`src/rtl/fifo_logic_gated.sv`:
```
// FT2232H <-> dual-FIFO bridge: moves one byte per handshake between FIFO B -> USB
// (write) and USB -> FIFO A (read), with fair arbitration and timeout-bounded waits.
module fifo_logic_gated (
    input  logic clk,
    input  logic rst_n,
    input  logic FFA,
    input  logic EFB,
    input  logic RXF,
    input  logic TXE,
    output logic RD,
    output logic WR,
    output logic RB,
    output logic WA,
    output logic D1,
    output logic D2
);

    typedef enum logic [3:0] {
        IDLE,
        W_FETCH,
        W_STROBE,
        W_COMMIT,
        W_WAIT,
        R_ASSERT,
        R_CAPTURE,
        R_RELEASE,
        R_WAIT
    } state_t;

    // Output vector layout: {D2, D1, WA, RB, WR, RD}
    localparam int          NOUT    = 6;
    localparam logic [NOUT-1:0] OUT_IDLE = 6'b001101;

    state_t          state_reg, state_next;
    logic [2:0]      cnt_reg, cnt_next;
    logic            last_wr_reg, last_wr_next;
    logic [NOUT-1:0] out_reg, out_next;
    logic            wr_req, rd_req;

    assign wr_req = !TXE && EFB;
    assign rd_req = !RXF && FFA;

    always_comb begin
        state_next   = state_reg;
        cnt_next     = cnt_reg;
        last_wr_next = last_wr_reg;
        case (state_reg)
            IDLE: begin
                // Contention goes to whichever direction was not served last
                if (rd_req && (!wr_req || last_wr_reg)) begin
                    state_next   = R_ASSERT;
                    last_wr_next = 1'b0;
                end else if (wr_req) begin
                    state_next   = W_FETCH;
                    last_wr_next = 1'b1;
                end
            end
            W_FETCH:   state_next = W_STROBE;
            W_STROBE:  state_next = W_COMMIT;
            W_COMMIT: begin
                state_next = W_WAIT;
                cnt_next   = 3'd0;
            end
            W_WAIT: begin
                if (TXE || cnt_reg == 3'd7) begin
                    state_next = IDLE;
                end else begin
                    cnt_next = cnt_reg + 3'd1;
                end
            end
            R_ASSERT:  state_next = R_CAPTURE;
            R_CAPTURE: state_next = R_RELEASE;
            R_RELEASE: begin
                state_next = R_WAIT;
                cnt_next   = 3'd0;
            end
            R_WAIT: begin
                if (RXF || cnt_reg == 3'd7) begin
                    state_next = IDLE;
                end else begin
                    cnt_next = cnt_reg + 3'd1;
                end
            end
            default:   state_next = IDLE;
        endcase
    end

    // Outputs are decoded from the next state so the registered strobes line up with the state
    always_comb begin
        out_next = OUT_IDLE;
        case (state_next)
            W_FETCH:   out_next = 6'b011001;
            W_STROBE:  out_next = 6'b011111;
            W_COMMIT:  out_next = 6'b011101;
            W_WAIT:    out_next = 6'b011101;
            R_ASSERT:  out_next = 6'b101100;
            R_CAPTURE: out_next = 6'b100100;
            R_RELEASE: out_next = 6'b101101;
            R_WAIT:    out_next = 6'b101101;
            default:   out_next = OUT_IDLE;
        endcase
    end

    always_ff @(posedge clk) begin
        if (!rst_n) begin
            state_reg   <= IDLE;
            cnt_reg     <= 3'd0;
            last_wr_reg <= 1'b1;
        end else begin
            state_reg   <= state_next;
            cnt_reg     <= cnt_next;
            last_wr_reg <= last_wr_next;
        end
    end

    generate
        for (genvar gi = 0; gi < NOUT; gi++) begin : g_out
            always_ff @(posedge clk) begin
                if (!rst_n) begin
                    out_reg[gi] <= OUT_IDLE[gi];
                end else begin
                    out_reg[gi] <= out_next[gi];
                end
            end
        end
    endgenerate

    assign RD = out_reg[0];
    assign WR = out_reg[1];
    assign RB = out_reg[2];
    assign WA = out_reg[3];
    assign D1 = out_reg[4];
    assign D2 = out_reg[5];

endmodule

```
`config.mk`:
```
export PLATFORM = sky130hd
export DESIGN_NAME = fifo_logic_gated
export DESIGN_NICKNAME = d
export VERILOG_FILES = /design/src/rtl/fifo_logic_gated.sv
export SDC_FILE = /design/constraint.sdc
export NUM_CORES = 1
export LEC_CHECK = 0
export BUFFER_PORTS_ARGS = -buffer_cell sky130_fd_sc_hd__buf_4
export CORE_AREA = 2 2 39 41
export DETAILED_ROUTE_END_ITERATION = 7
export DIE_AREA = 0 0 41 43
export GPL_TIMING_DRIVEN = 0
export PLACE_DENSITY = 0.71
export SKIP_LAST_GASP = 1
export SYNTH_ARGS = -nofsm -noshare
export SYNTH_HDL_FRONTEND = slang
export SYNTH_SLANG_ARGS = --single-unit
```
`constraint.sdc`:
```
create_clock -name clk -period 2.6 [get_ports clk]
set_clock_uncertainty 0.05 [all_clocks]
set_input_delay 0.39 -clock clk [delete_from_list [all_inputs] [get_ports clk]]
set_output_delay 0.39 -clock clk [all_outputs]
set_load 0.01 [all_outputs]
```
---- Word-level counts from Yosys, hierarchy flattened ----
Memory sizes are Yosys's and may differ from the RTL's. A register that Yosys moved wholly into a read port is not among the register bits.
Index checks and enable logic that the tools add are counted.
W data, S select, Z words.
cells by class
  add/sub/neg operators ................... 1
  equality and inequality tests ........... 11
  mux-type cells .......................... 10
  reductions and logical operators ........ 16
operator list
  kind                   number
  $pmux W4 S9            1
  $eq A4 B3 Y1 const B   4
  $mux W4                4
  $pmux W3 S3            1
  $eq A4 B2 Y1 const B   2
  $mux W3                2
  $eq A4 B1 Y1 const B   1
  $eq A4 B4 Y1 const B   1
  $logic_not A1 Y1       4
  $logic_not A4 Y1       1
  $ne A2 B2 Y1 const B   2
  $add A3 B1 Y3 const B  1
  $eq A3 B3 Y1 const B   1
  $logic_and A1 B1 Y1    3
  $logic_or A1 B1 Y1     3
  $reduce_and A3 Y1      1
  $reduce_bool A3 Y1     1
  $mux W1                2
  $reduce_and A2 Y1      1
  $reduce_bool A2 Y1     1
  $reduce_or A2 Y1       1
word-level totals
  bits in registers ....................... 8
  ROM bits ................................ 96
  input port bits ......................... 6
  output and inout bits ................... 6
  word-level logic and storage cells ...... 42
  memories ................................ 1
memory list
  memory           depth  bits a word  read ports  clocked after Yosys merged registers in  write ports  line  RTL
  (no name shown)  16     6            1           1                                        0            91    case (state_next)

---- Longest topological paths before layout ----
Gate-level depths: netlist (run 1).
  depth in word-level cells ............... 7
  depth in mapped cells ................... 6
  depth with buffers taken out ............ 6

---- Worst setup path before layout (run 1) ----
No wires, ideal clock.
  path kind ............................... reg-to-reg
  start ................................... register cnt_reg[0]
  end ..................................... register out_reg[3] (netlist: WA)
  setup time .............................. 0.134 ns
  arrival time ............................ 1.730 ns
  data required time ...................... 2.416 ns
  path slack .............................. 0.686 ns
  stages on the path, launching flop included .. 7
  path buffers ............................ 0
  period minus slack after synthesis ...... 1.914 ns
  cell sequence ........................... dfxtp_1 -> ha_1 -> ha_1 -> o21bai_1 -> a21oi_1 -> o32a_2 -> or4b_1
between the ends
  word-level cells in the longest chain between the ends .. 4
  elaborated cells between the ends (all ways) .. 6
  those cells by class .................... 1 x eq/ne; 3 x mux; 2 x reduce/logical
ends and longest elaborated chain
  item                                   line    RTL
  from (decl)                            35      logic [2:0] cnt_reg, cnt_next;
  from (signal assigned)                 111     cnt_reg <= cnt_next;
  $eq A3 B3 Y1 (*)                       65, 78
  $logic_or A1 B1 Y1 (on tied branches)  78, 65
  $mux W4 (on tied branches)             78, 65
  $pmux W4 S9 (*)                        47      case (state_reg)
  to (decl)                              37      logic [NOUT-1:0] out_reg, out_next;
Every way passes the cells marked *; elsewhere a longest branch is shown, timed or not.
A chain may end at the register's enable or synchronous reset.

---- Worst setup path after layout (run 1) ----
Ends and elaborated chain as after synthesis.

==> flow_summary.toml, run 1 <==
[critical_path]
worstPathRequired_ps = 2710
crit_path_start_kind = "flip-flop"
end_kind = "flip-flop"
worst_r2r_path_depth = 6
critPathKind = "flip-flop to flip-flop"
cp_max_fo = 7
arrival_ps = 2130

[grt]
antenna_found_initial = 0
grt_overflow_total = 0
grt_usage_pct = 16.21
grt_max_degree = 10
grt_pass1_wl_um = 1987
grt_pass1_vias = 479

[clock_network]
cts_root_buf = "clkbuf_4"
htree_levels = 1
cts_buffers = 3
clk-insertion-delay-late_ps = 280
cts_setup_buffers = 0
cts.sinks = 14
ctsHoldBuffers = 0
clk_pin_slew_worst_paths_ps = 90
clk_path_buf_depth = 2
cts_tree = "yes"
cts-resized-gates = 0

[route]
wl_per_cell_um = 11.57
totalWireLength_um = 1099
ant_nets = 0
viasPerCell = 5.158
num_vias = 490
dr.pass1.iters = 4
drtIter0Drc = 13
drc_errors = 0

[yosys]
yosysWarnings = 0
syn_inst = 64
synth_nets = 74
yosysSeqAreaShare_pct = 43.41
synth_top_cell_area_share_pct = 43.41
synthTopCellsByArea = "dfxtp_1, ha_1, mux2i_1"
synth-seq-cells = 14
synth_area_per_cell_um2 = 10.09
synth.distinct_cells = 27
synth.cell_area_um2 = 645.6
synth_top_cell_by_area = "dfxtp_1"

[floorplan]
dieHeight_um = 43
die_area_um2 = 1763
io_pins = 12
coreArea_um2 = 1384
start_util_pct = 46.65
die_x_um = 41
rows = 14

[power_and_ir_drop]
p_leak_nw = 0.3567
power_uw = 533.1
vdd_drop_max_mv = 0.3188
p_per_area_nw_per_um2 = 679.6

[timing]
hold_viol_final = 0
finalCritPeriodShare_pct = 77.65
drv_slew = 0
finalSetupViolations = 0
fmax_mhz = 495.3
tightest_slew_ps = 943.2
fin_ws_ps = 581.1
whs_ps = 341.5
tns_ps = 0
min_period_ps = 2019
maxSlewHeadroom_pct = 36.33
rsz0062_at_grt = "false"

[placement]
dp_hpwl_um = 834
port_buffers = 11
dp_slack_ps = 385.0
gp_congestion = 0.6749

[finish]
final-seq-area_um2 = 280.3
final_util_pct = 56.69
multi_input_area_um2 = 339.1
areaGrowthSynthToFinish_pct = 21.51
largest_register_ff_count = 4
diodes = 0
fillerInstances = 127
drive_gt1_share_pct = 26.58
fin_nets = 90

[run_status]
outcome = "finished, final reports clean"

[job]
max_cap_viol_count = 0

[hold_path]
min_path_type = "input pin to flip-flop"
worstHoldPathCells = 3
-- final cells by class --
class | count | share of cell area (%)
flip-flops and latches | 14 | 35.73
clock buffers | 4 | 4.625
repair buffers | 11 | 10.53
inverters | 1 | 0.4785
plain buffers | 2 | 2.871
multi-input cells | 47 | 43.22
well taps | 16 | 2.552
-- synthesized netlist by cell type --
cell,count
a211o_1,1
a21oi_1,2
a221o_2,1
and3_2,1
and4b_1,1
buf_6,2
dfxtp_1,14
ha_1,4
inv_1,1
mux2i_1,4
nand2_1,3
nand2b_1,2
nand3_1,2
nor2_1,8
nor2b_1,3
nor3_1,1
nor3b_1,2
nor4_2,1
o21ai_0,2
o21bai_1,1
o22ai_1,1
o311ai_0,1
o32a_2,1
or2_1,1
or3b_1,1
or4b_1,1
xor2_1,2
-- routing by layer --
metal,track usage [%],wire (um),vias to the layer above
met3,3.141,40,0
li1,-,-,257
met5,0,0,-
met4,6.000,0,0
met2,21.88,493,9
met1,24.83,565,224
-- through the flow --
| stage | cell area, um^2 | std cells |
|---|---|---|
| after CTS | 784.5 | 95 |
| after detailed placement | 748.2 | 91 |
| after global placement | 748.2 | 91 |
| final | 784.5 | 95 |
| after global routing | 784.5 | 95 |
| after floorplan | 645.6 | 64 |
-- worst max-delay path: stages, from the launching register on --
cell and delay, ps:
dfxtp_1 330, ha_1 190, ha_1 190, o21bai_1 140, a21oi_1 80, o32a_2 440
or4b_1 470
-- worst paths after layout --
path,startpoint,end,slack (ps)
worst max register to register,cnt_reg[0],WA,580
worst max-delay path,cnt_reg[0],WA,580
worst min register to register,last_wr_reg,last_wr_reg,450
worst min-delay path,rst_n,state_reg[3],340
-- layout by cell type (no fill, tap or decap), types with 3 or more instances in the layout --
cell / n
buf_4: 11
clkbuf_4: 3
dfxtp_1: 14
ha_1: 4
mux2i_1: 4
nand2_1: 3
nor2_1: 8
nor2b_1: 3
-- logic make-up (layout without fill, tap and decap cells) --
kind of cell,Yosys count,count (layout),share of synthesized area (%)
adder cells (fa/ha/maj),4,4,7.752
buffers and inverters,3,18,4.069
XOR/XNOR,2,2,2.714
AO/OA/AOI/OAI,10,10,11.44
multiplexers,4,4,6.202
flip-flops,14,14,43.41
AND/OR/NAND/NOR,27,27,24.42
-- power by group --
| part | total [mW] | switching (mW) | leakage (nW) | internal, mW |
|---|---|---|---|---|
| combinational | 0.133 | 0.0664 | 0.221 | 0.0669 |
| sequential | 0.244 | 0.00931 | 0.114 | 0.235 |
| clock | 0.156 | 0.0706 | 0.0210 | 0.0851 |
(Power assumes the default switching activity.)
==> run 2, diff against run 1 <==
==> constraint.sdc (replaced) <==
create_clock -name clk -period 2.1 [get_ports clk]
set_clock_uncertainty 0.05 [all_clocks]
set_input_delay 0.315 -clock clk [delete_from_list [all_inputs] [get_ports clk]]
set_output_delay 0.315 -clock clk [all_outputs]
set_load 0.01 [all_outputs]
==> run 2 against run 1 <==
Non-clock buffer count unchanged. Combinational power up 25%. Die area unchanged. Utilization unchanged. Design area unchanged. Cell count unchanged. Worst setup slack worse by 500 ps. Via count unchanged. Register-to-register slack worse by 500 ps. Critical path depth unchanged. Power up 24%. Sequential power up 24%. Critical endpoint unchanged. Largest cell class unchanged. Highest routed layer unchanged.
==> flow_summary.toml, run 2 (synthesis results as in run 1) <==
[power_and_ir_drop]
vdd_drop_max_mv = 0.3948
power_uw = 661.1
switchingPower_uw = 181.7
p_per_area_nw_per_um2 = 842.7
p_sw_share_pct = 27.48
clkPwrFrac_pct = 29.2
p_int_uw = 479.4
pwr-share-seq_pct = 45.7
p_leak_nw = 0.3572
pwr-share-comb_pct = 25.1

[grt]
antenna_found_initial = 0
grt_max_degree = 10
grt_pass1_wl_um = 1987
grt_overflow_total = 0
grt_pass1_vias = 479
grt_usage_pct = 16.21

[timing]
tightest_slew_ps = 646.5
rsz0062_at_grt = "false"
hold_viol_final = 0
min_period_ps = 2019
fin_ws_ps = 81.15
fmax_mhz = 495.3
finalCritPeriodShare_pct = 96.14
tns_ps = 0
maxSlewHeadroom_pct = 56.22
drv_slew = 0
finalSetupViolations = 0

[floorplan]
start_util_pct = 46.65
die_area_um2 = 1763
coreArea_um2 = 1384
rows = 14
dieHeight_um = 43
die_x_um = 41
io_pins = 12

[route]
viasPerCell = 5.158
wl_per_cell_um = 11.57
drtIter0Drc = 13
ant_nets = 0
totalWireLength_um = 1099
dr.pass1.iters = 4
num_vias = 490
drc_errors = 0

[placement]
port_buffers = 11
dp_slack_ps = -40.00
dp_hpwl_um = 834
gp_congestion = 0.6749

[clock_network]
cts_buffers = 3
clk_path_buf_depth = 2
cts_tree = "yes"
clk_pin_slew_worst_paths_ps = 90
htree_levels = 1
cts_setup_buffers = 0
cts.sinks = 14
cts_root_buf = "clkbuf_4"
clk-insertion-delay-late_ps = 280

[critical_path]
crit_path_start_kind = "flip-flop"
cp_max_fo = 7
arrival_ps = 2130
critPathKind = "flip-flop to flip-flop"
end_kind = "flip-flop"
worstPathRequired_ps = 2210

[finish]
drive_gt1_share_pct = 26.58
final_cell_mix = "dfxtp_1, buf_4, nor2_1, mux2i_1, ha_1"
diodes = 0
largest_register_ff_count = 4
mostFrequentLayoutCell = "dfxtp_1"
fin_nets = 90
areaGrowthSynthToFinish_pct = 21.51

[run_status]
outcome = "finished, final reports clean"

[job]
max_cap_viol_count = 0

[hold_path]
min_path_type = "input pin to flip-flop"
==> run 2: changes by cell type in the layout (fill, tap and decap cells not counted) <==
cell,previous run,this run
o311ai_0,1,0
o311ai_1,0,1
==> run 2: layer usage <==
| layer | global-route usage (%) | share of wire, % | up-vias |
|---|---|---|---|
| li1 | - | - | 257 |
| met1 | 24.83 | 52 | 224 |
| met2 | 21.88 | 45 | 9 |
| met3 | 3.141 | 3.6 | 0 |
| met4 | 6.000 | 0 | 0 |
| met5 | 0 | 0 | - |
==> run 2: stage by stage <==
stage               cell area [um^2]  util [%]  hold WS (ps)  instances
floorplan                      645.6         -         410.6         64
global placement               748.2     54.07         424.2         91
detailed placement             748.2     54.07         429.8         91
CTS                            784.5     56.69         262.2         95
global route                   784.5     56.69         279.6         95
finish                         784.5     56.69         266.5         95
==> run 2: repair_timing <==
action | 4_1_cts | 5_1_grt
hold buffers | 0 | 0
resized for setup | 0 | 1
setup endpoints to repair | 0 | 3
==> run 2: final timing paths <==
path / slack, ps / end / depth (start not counted) / start
worst max-delay path: 80 / WA / 6 / cnt_reg[0]
worst min-delay path: 270 / state_reg[3] / 3 / rst_n
worst max register to register: 80 / WA / 6 / cnt_reg[0]
worst min register to register: 450 / last_wr_reg / 1 / last_wr_reg
==> run 2: layout make-up <==
type                    instances  area, um^2
plain buffers                   2       22.52
clock buffers                   4       36.28
fillers                       127       599.3
inverters                       1       3.754
multi-input cells              47       339.1
flip-flops and latches         14       280.3
well taps                      16       20.02
repair buffers                 11       82.58
==> run 2: worst max-delay path, cell delays in order (launching register included) <==
cell	delay, ps
dfxtp_1	330
ha_1	190
ha_1	190
o21bai_1	140
a21oi_1	80
o32a_2	440
or4b_1	470
==> run 2: power by group through the flow <==
stage	clock (mW)	sequential, mW	combinational, mW
global route	0.211	0.306	0.190
finish	0.193	0.302	0.166
CTS	0.200	0.303	0.167
global placement	0	0.308	0.162
detailed placement	0	0.309	0.166
floorplan	0	0.315	0.106
==> run 3, diff against run 2 <==
--- a/config.mk
+++ b/config.mk
@@ -11,6 +11,7 @@
 export DIE_AREA = 0 0 41 43
 export GPL_TIMING_DRIVEN = 0
 export PLACE_DENSITY = 0.71
+export SETUP_SLACK_MARGIN = 0.2
 export SKIP_LAST_GASP = 1
 export SYNTH_ARGS = -nofsm -noshare
 export SYNTH_HDL_FRONTEND = slang
==> run 3 against run 2 <==
Worst hold slack got worse by 3.6 ps. Sequential power about the same. Register-to-register slack improved by 160 ps. Critical path type unchanged.
==> flow_summary.toml, run 3 (synthesis results as in run 1) <==
[route]
wl_per_cell_um = 12.04
ant_nets = 0
dr.pass1.iters = 4
drtIter0Drc = 12
num_vias = 499
totalWireLength_um = 1180
viasPerCell = 5.092
drc_errors = 0

[power_and_ir_drop]
p_per_area_nw_per_um2 = 834.4
p_leak_nw = 0.3657
vdd_drop_max_mv = 0.3446

[finish]
final_util_pct = 58.77
drive_gt1_share_pct = 32.93
final_cell_mix = "buf_4, dfxtp_1, nor2_1, mux2i_1"
largest_register_ff_count = 4
final_area_um2 = 813.3
fin_nets = 93
mostFrequentLayoutCell = "buf_4"
areaGrowthSynthToFinish_pct = 25.97
diodes = 0

[critical_path]
cp_max_fo = 4
end_kind = "flip-flop"
timing.rr.start = "cnt_reg[0]"
worstPathRequired_ps = 2220
arrival_ps = 1980
worst_r2r_path_depth = 6
worstReg2RegEnd = "WA"
crit_path_start_kind = "flip-flop"
critPathKind = "flip-flop to flip-flop"
r2r_slack_ps = 240

[grt]
grt_pass1_vias = 451
grt_usage_pct = 16.48
grt_pass1_wl_um = 1925
grt_overflow_total = 0
grt_max_degree = 10
antenna_found_initial = 0

[clock_network]
ctsHoldBuffers = 0
cts_buffers = 3
clk_pin_slew_worst_paths_ps = 90
cts_root_buf = "clkbuf_4"
clk_path_buf_depth = 2
cts_tree = "yes"
clk-insertion-delay-late_ps = 280
cts.sinks = 14
htree_levels = 1

[floorplan]
coreArea_um2 = 1384
rows = 14
die_area_um2 = 1763
die_x_um = 41
dieHeight_um = 43
io_pins = 12
start_util_pct = 46.65

[timing]
tightest_slew_ps = 621.3
rsz0062_at_grt = "true"
fmax_mhz = 537.6
finalSetupViolations = 0
tns_ps = 0
hold_viol_final = 0
maxSlewHeadroom_pct = 57.92
whs_ps = 262.9
finalCritPeriodShare_pct = 88.57
min_period_ps = 1860
drv_slew = 0

[placement]
dp_hpwl_um = 813.8
placed_cell_area_um2 = 748.2
gp_congestion = 0.6601
port_buffers = 11

[job]
max_cap_viol_count = 0

[hold_path]
hold_start = "rst_n"
hold_end = "state_reg[3]"
worstHoldPathCells = 3
min_path_type = "input pin to flip-flop"

[run_status]
outcome = "finished, final reports clean"
run 3: cell count changes in the layout (fill, tap and decap cells not counted):
cell     change
buf_4        +3
ha_1         -2
ha_2         +2
dfxtp_1      -1
dfxtp_2      +1
o21ai_0      -1
o21ai_1      +1
run 3: through the flow:
| step | instances | power, mW | setup WS (ps) |
|---|---|---|---|
| floorplan | 64 | 0.4209 | 226.5 |
| global placement | 91 | 0.4705 | 21.97 |
| detailed placement | 91 | 0.4734 | 6.043 |
| CTS | 98 | 0.6833 | 203.8 |
| global route | 98 | 0.7197 | 162.4 |
| finish | 98 | 0.6786 | 240.0 |
run 3: worst max path at each step:
stage                     slack [ps]  end  startpoint
after floorplan                  230   WA  cnt_reg[0]
after global placement            20   RD         EFB
after detailed placement           6   RD         EFB
after CTS                        200   WA  cnt_reg[0]
after global routing             160   WA  cnt_reg[0]
final                            240   WA  cnt_reg[0]
run 3: report_power, final:
group	total, mW	switching [mW]	internal (mW)	leakage, nW
Clock	0.199	0.0933	0.106	0.0210
Sequential	0.302	0.0114	0.291	0.115
Combinational	0.177	0.0849	0.0924	0.230
Total	0.679	0.190	0.489	0.366
run 3: per-layer routing:
layer | part of all wire [%] | global-route usage [%] | routed length (um)
met5 | 0 | 0 | 0
met4 | 3.0 | 12.00 | 35
met3 | 4.1 | 3.141 | 48
met2 | 43 | 21.88 | 512
met1 | 49 | 22.70 | 584
run 3: cell type report:
class	instances	area, um^2
fillers	125	570.5
multi-input cells	47	344.1
flip-flops and latches	14	281.5
repair buffers	14	105.1
clock buffers	4	36.28
plain buffers	2	22.52
well taps	16	20.02
inverters	1	3.754
run 3: what timing repair did:
item                       CTS  global route
setup buffers                3             0
pin swaps                    3             1
setup endpoints to repair    4             3
resized for setup            4             1
run 3: worst max-delay path: stages (launching register included):
cell and delay, ps:
dfxtp_2 330, ha_2 170, ha_2 170, o21bai_1 120
a21oi_1 70, o32a_2 370, or4b_1 460
